--- src/rtl/tvm_loop_nest.sv ---
// tvm_loop_nest: run-time programmable NUM_LEVELS-deep loop nest iterator with handshake, repeat and done/busy.
// Optional per-level step port enabled by TVM_LOOP_STEP_EN; otherwise every level steps by 1.
module tvm_loop_nest #(
    parameter int NUM_LEVELS = 2,
    parameter int WIDTH      = 4
) (
    input  logic                          clk,
    input  logic                          rst,
    input  logic                          start,
    input  logic                          cfg_repeat,
    input  logic [NUM_LEVELS*WIDTH-1:0]   cfg_begin,
    input  logic [NUM_LEVELS*WIDTH-1:0]   cfg_extent,
`ifdef TVM_LOOP_STEP_EN
    input  logic [NUM_LEVELS*WIDTH-1:0]   cfg_step,
`endif
    input  logic                          ready,
    output logic [NUM_LEVELS*WIDTH-1:0]   iter,
    output logic                          valid,
    output logic [NUM_LEVELS-1:0]         level_wrap,
    output logic                          last,
    output logic                          busy,
    output logic                          done
);
    typedef enum logic {IDLE, RUN} state_t;
    typedef logic [NUM_LEVELS-1:0][WIDTH-1:0] vec_t;
    state_t state, state_d;
    vec_t beg, ext, stp, idx, val;
    vec_t beg_d, ext_d, idx_d, val_d, cfg_beg, cfg_ext;
    logic rep, rep_d, done_d, fire, zero;
    logic [NUM_LEVELS-1:0] wrap_d;
    logic [NUM_LEVELS:0] carry, wcarry;

    assign cfg_beg = cfg_begin;
    assign cfg_ext = cfg_extent;
    assign fire = (state == RUN) && ready;
    assign iter = val;
    assign valid = state == RUN;
    assign busy = state == RUN;
    assign last = level_wrap[NUM_LEVELS-1];

`ifdef TVM_LOOP_STEP_EN
    vec_t cfg_stp;
    assign cfg_stp = cfg_step;
    always_ff @(posedge clk or negedge rst)
        if (!rst) stp <= '0;
        else if (state == IDLE && start) stp <= cfg_stp;
`else
    assign stp = {NUM_LEVELS{WIDTH'(1)}};
`endif

    // carry[i] means every level below i is on its final index, so level i advances
    always_comb begin
        state_d = state;
        beg_d = beg;
        ext_d = ext;
        rep_d = rep;
        idx_d = idx;
        val_d = val;
        done_d = 1'b0;
        zero = 1'b0;
        carry[0] = 1'b1;
        for (int i = 0; i < NUM_LEVELS; i++) begin
            carry[i+1] = carry[i] && (idx[i] == ext[i] - WIDTH'(1));
            zero = zero || (cfg_ext[i] == '0);
        end
        if (fire) begin
            for (int i = 0; i < NUM_LEVELS; i++)
                if (carry[i]) begin
                    idx_d[i] = carry[i+1] ? '0 : idx[i] + WIDTH'(1);
                    val_d[i] = carry[i+1] ? beg[i] : val[i] + stp[i];
                end
            if (carry[NUM_LEVELS]) begin
                done_d = 1'b1;
                state_d = rep ? RUN : IDLE;
            end
        end else if (state == IDLE && start) begin
            beg_d = cfg_beg;
            ext_d = cfg_ext;
            rep_d = cfg_repeat;
            idx_d = '0;
            val_d = cfg_beg;
            done_d = zero;
            state_d = zero ? IDLE : RUN;
        end
        wcarry[0] = 1'b1;
        for (int i = 0; i < NUM_LEVELS; i++)
            wcarry[i+1] = wcarry[i] && (idx_d[i] == ext_d[i] - WIDTH'(1));
        wrap_d = wcarry[NUM_LEVELS:1];
    end

    always_ff @(posedge clk or negedge rst)
        if (!rst) begin
            state <= IDLE;
            beg <= '0;
            ext <= '0;
            rep <= 1'b0;
            idx <= '0;
            val <= '0;
            level_wrap <= '0;
            done <= 1'b0;
        end else begin
            state <= state_d;
            beg <= beg_d;
            ext <= ext_d;
            rep <= rep_d;
            idx <= idx_d;
            val <= val_d;
            level_wrap <= wrap_d;
            done <= done_d;
        end
endmodule

--- config.mk ---
export PLATFORM = sky130hd
export DESIGN_NAME = tvm_loop_nest
export DESIGN_NICKNAME = d
export VERILOG_FILES = /design/src/rtl/tvm_loop_nest.sv
export SDC_FILE = /design/constraint.sdc
export NUM_CORES = 1
export LEC_CHECK = 0
export CELL_PAD_IN_SITES_DETAIL_PLACEMENT = 1
export CELL_PAD_IN_SITES_GLOBAL_PLACEMENT = 2
export CORE_MARGIN = 1.5
export CORE_UTILIZATION = 35
export DETAILED_ROUTE_END_ITERATION = 8
export PLACE_DENSITY_LB_ADDON = 0.2
export SETUP_SLACK_MARGIN = 0.3
export SLEW_MARGIN = 15
export SYNTH_ARGS = -nofsm -noshare
export SYNTH_HDL_FRONTEND = slang
export SYNTH_SLANG_ARGS = --single-unit
--- constraint.sdc ---
create_clock -name clk -period 3.7 [get_ports clk]
set_input_delay 0.37 -clock clk [delete_from_list [all_inputs] [get_ports clk]]
set_output_delay 0.37 -clock clk [all_outputs]
set_load 0.005 [all_outputs]
* Yosys cells after proc, flatten, opt, wreduce, memory -nomap -nowiden
Index checks and enable logic that the tools add are counted.
Storage, ports and cells: register bits 37, output and inout port bits 14, logic and storage cells 59, input port bits 21
Operators by class: eq/ne operators 6, muxes and demuxes 20, $add $sub $neg 8, bitwise operators 2, reductions and logical operators 11
Operator list (count):
- $mux W8 | 6
- $mux W4 | 6
- $add A4 B1 Y4 const B | 4
- $eq A4 B4 Y1 | 4
- $sub A4 B1 Y4 const B | 4
- $logic_not A4 Y1 | 2
- $mux W1 | 8
- $reduce_and A2 Y1 | 3
- $logic_and A1 B1 Y1 | 4
- $ne A2 B1 Y1 const B | 2
- $not A1 Y1 | 2
- $reduce_bool A2 Y1 | 1
- $logic_or A1 B1 Y1 | 1

* Logic depth before layout (Yosys ltp)
depth after elaboration 8, mapped depth 10, mapped depth without buffers 9

* Worst setup path after synthesis
OpenSTA, ideal clock, no wires.
kind register to register, from reg ext[0] (netlist name), to reg level_wrap[1], slack 1.266 ns, data arrival time 2.366 ns, data required time 3.632 ns, buffers on the path 0, stages on the path, launching flop included 10, period minus slack after synthesis 2.434 ns, library setup time 0.068 ns, cell sequence dfrtp_1 > inv_1 > ha_1 > xor3_1 > nor3_4 > nand3_4 > and3_1 > or3_1 > a211oi_2 > and4_1
On the way: elaborated cells on any way between the ends 13, classes of those cells add/sub: 2; eq/ne: 3; mux: 6; reduce/logical: 2
RTL lines:
- start, declared | RTL line 27 | vec_t beg, ext, stp, idx, val;
- start signal, assigned | RTL line 104 | ext <= ext_d;
- $sub A4 B1 Y4 | RTL line 63 | carry[i+1] = carry[i] && (idx[i] == ext[i] - WIDTH'(1));
- $eq A4 B4 Y1 | RTL line 63
- $mux W4 | RTL line 69 | idx_d[i] = carry[i+1] ? '0 : idx[i] + WIDTH'(1);
- $mux W8 | RTL line 66 | if (fire) begin
- $eq A4 B4 Y1 (*) | RTL line 87 | wcarry[i+1] = wcarry[i] && (idx_d[i] == ext_d[i] - WIDTH'(1));
- net wcarry[1] | RTL line 31 | logic [NUM_LEVELS:0] carry, wcarry;
- $logic_and A1 B1 Y1 (*) | RTL line 87
- net wcarry[2] | RTL line 31
- end signal, assigned | RTL line 108 | level_wrap <= wrap_d;
- end, declared | RTL line 19 | output logic [NUM_LEVELS-1:0] level_wrap,
The timed path passes the listed nets; every way through them passes the cells marked *. A chain may end at the register's enable or synchronous reset.

* Worst setup path after layout
Ends and elaborated chain as after synthesis.

==> metrics <==
Final min period=2.70 ns; peak supply drop=0.337 mV; FF+latch area=slightly above 900 um2; hold buffer count at CTS=0; Post-CTS Setup Repair Bufs=0; Hold Crit Class=in2async; # rows=28; Critical Path Max Stage Delay=0.44 ns; Power Total=2.32 mW; Nets=298; H-tree depth=2; Max Root-Sink Buffers=2; first-pass GRT wire length=9580 um; Pleak=1.21 nW; hold slack final=about 0.18 ns; max-slew violations=0; Cell Area, Synth=roughly 2200 um2; drt pass-1 iters=4; Final Wtd Congestion=0.754; commonest non-fill, non-tap cell in the layout=nand2_1; Highest Clock Rate=0.370 GHz; switch share=41.2%; CP startpoint kind=flip-flop; Multi-input gate area=around 1100 um2; critical path data arrival time=2.93 ns; die height=just over 80 um; Routed WL=5600 um; initial antenna violation count=0; Psw=957 uW; CTS tree=built; CTS clk-pin slew, worst paths=0.07 ns; Vias=between 1500 and 2000; most frequent cells in the layout=47 x nand2_1, 37 x dfrtp_1, 33 x clkdlybuf4s50_1; sequential-to-total area share from yosys stat=42.9%; Synthesized Nets=around 260; DP Cell Count=337; Clock Sinks=37; Yosys warnings=0; area grow syn2layout=24.4%; Logic pwr share=between 50% and 60%; DIE AREA=6650 um2; final core utilization=45.1%; vias in the first global route=1920; worst slew pin tran=0.870 ns; Mapped Cells=234; CTS root buf=clkbuf_8; crit end category=flip-flop; CTS Buf Count=5; Slew HR=a little over two fifths; ys flop type=dfrtp_1; share of layout cells above drive strength 1=between 7 and 8%; Die X-Extent=81.6 um; Overall Global Routing Usage=19.3%; DR DRC count=0; final setup TNS=0 ns; count of different cell masters after synthesis=44; critical path class=reg2reg; Post-synth EDFFs=0; Post-synth ARST share=100%; post-route cell area=2690 um2; IO buf count=34; CP Data Required Time=3.93 ns; power share of the sequential group=32.2%; setup ws final=0.998 ns; final setup vio count=0; pin count of the biggest net entering global routing=38; Core Footprint=5960 um2; Initial Util=36.3%; Placement Cell Area=2570 um2; Routed Antenna Nets=0; RSZ-0062 raised after global routing=no; pwr/cell area=864 nW/um2; CP top delay family=simple AND/OR/NAND/NOR gates; CP Cell Sequence=inv_1 > ha_1 > xor3_1 > nor3_4 > nand3_4 > and3_1 > or3_1 > a211oi_2 > and4_1; clock latency on the worst-skew pair=0.29 ns; outcome=finished clean; Final Hold Violating Endpoints=0; DR iter-0 viols=39; Diodes inserted=0; GR Overflow Total=0; WL/cell=16.2 um; Slowest cell on crit path=xor3_1; HPWL Detailed=4120 um; P_int=about 1.4 mW; Tcrit/Tclk final=73.0%; vias per cell=5.15; pre-CTS setup slack=0.797 ns; Synth Register Bits=37; Top-Level Pins=35; CP Buf/Inv Count=1; Resize count post-CTS=0; crit path max fanout=8; filler cell count=710; clock share of power=16.0%; Setup Skew=0.00759 ns; Non-Filler Instances=345; maxcap violations=0; mean post-synth cell area=9.23 um2
kinds of logic (layout without fill, tap and decap cells):
| logic type | after synthesis | count (layout) | share of synthesized area, % |
|---|---|---|---|
| AND/OR/NAND/NOR | 91 | 91 | 20.0 |
| AO/OA/AOI/OAI | 44 | 44 | 13.4 |
| flip-flops | 37 | 37 | 42.9 |
| buffers and inverters | 24 | 60 | 4.63 |
| XOR/XNOR | 21 | 21 | 10.2 |
| multiplexers | 9 | 9 | 4.23 |
| adder cells (fa/ha/maj) | 8 | 8 | 4.64 |
flip-flops by register name, indices dropped and copies added, names as in the netlist:
signal      count
iter            8
rep             1
level_wrap      2
busy            1
idx             8
done            1
beg             8
ext             8
path summary, 6_finish.rpt:
kind / startpoint / end / slack, ns / cells past startpoint
max: ext[0] / level_wrap[1] / 1.0 / 9
min: rst / idx[2] / 0.18 / 1
max reg2reg: ext[0] / level_wrap[1] / 1.0 / 9
min reg2reg: beg[3] / beg[3] / 0.48 / 2
max in group asynchronous: rst / beg[2] / 2.96 / 1
min in group clk: beg[3] / beg[3] / 0.48 / 2
cells in the mapped netlist, types with 2 or more instances:
| master | n | share of area [%] |
|---|---|---|
| a21oi_1 | 14 | 3.2 |
| a221oi_1 | 3 | 1.2 |
| a2bb2oi_1 | 2 | 0.81 |
| a31oi_1 | 3 | 0.87 |
| and2_1 | 3 | 0.87 |
| and3_1 | 2 | 0.58 |
| buf_2 | 2 | 0.46 |
| buf_4 | 2 | 0.70 |
| clkbuf_1 | 4 | 0.70 |
| dfrtp_1 | 37 | 43 |
| ha_1 | 8 | 4.6 |
| inv_1 | 15 | 2.6 |
| mux2i_1 | 8 | 3.7 |
| nand2_1 | 47 | 8.2 |
| nand2b_1 | 3 | 0.87 |
| nand3_1 | 9 | 2.1 |
| nor2_1 | 11 | 1.9 |
| nor2b_1 | 3 | 0.87 |
| nor3_1 | 4 | 0.93 |
| nor4_1 | 3 | 0.87 |
| o21ai_0 | 6 | 1.4 |
| o22ai_1 | 7 | 2.0 |
| xnor2_1 | 10 | 4.1 |
| xor2_1 | 8 | 3.2 |
power groups by stage:
stage	combinational [mW]	sequential (mW)	clock, mW
finish	1.20	0.747	0.372
global route	1.37	0.775	0.400
CTS	1.23	0.750	0.387
detailed placement	1.21	0.757	0
global placement	1.18	0.753	0
floorplan	0.880	0.716	0
final cells by class:
cell class	instances	share of cell area [%]
clock inverter	2	1.40
inverter	15	2.09
clock buffer	6	3.07
multi-input combinational	173	42.2
sequential	37	34.5
tap	75	3.49
timing repair buffer	37	13.3
routing by layer:
metal | vias to the layer above | global-route usage, % | share of wire, %
li1 | 875 | - | -
met1 | 863 | 26.2 | 48
met2 | 36 | 30.5 | 47
met3 | 4 | 4.22 | 3.7
met4 | 0 | 6.21 | 0.79
met5 | - | 0 | 0
No activity file was read; power rests on OpenSTA's default activity.
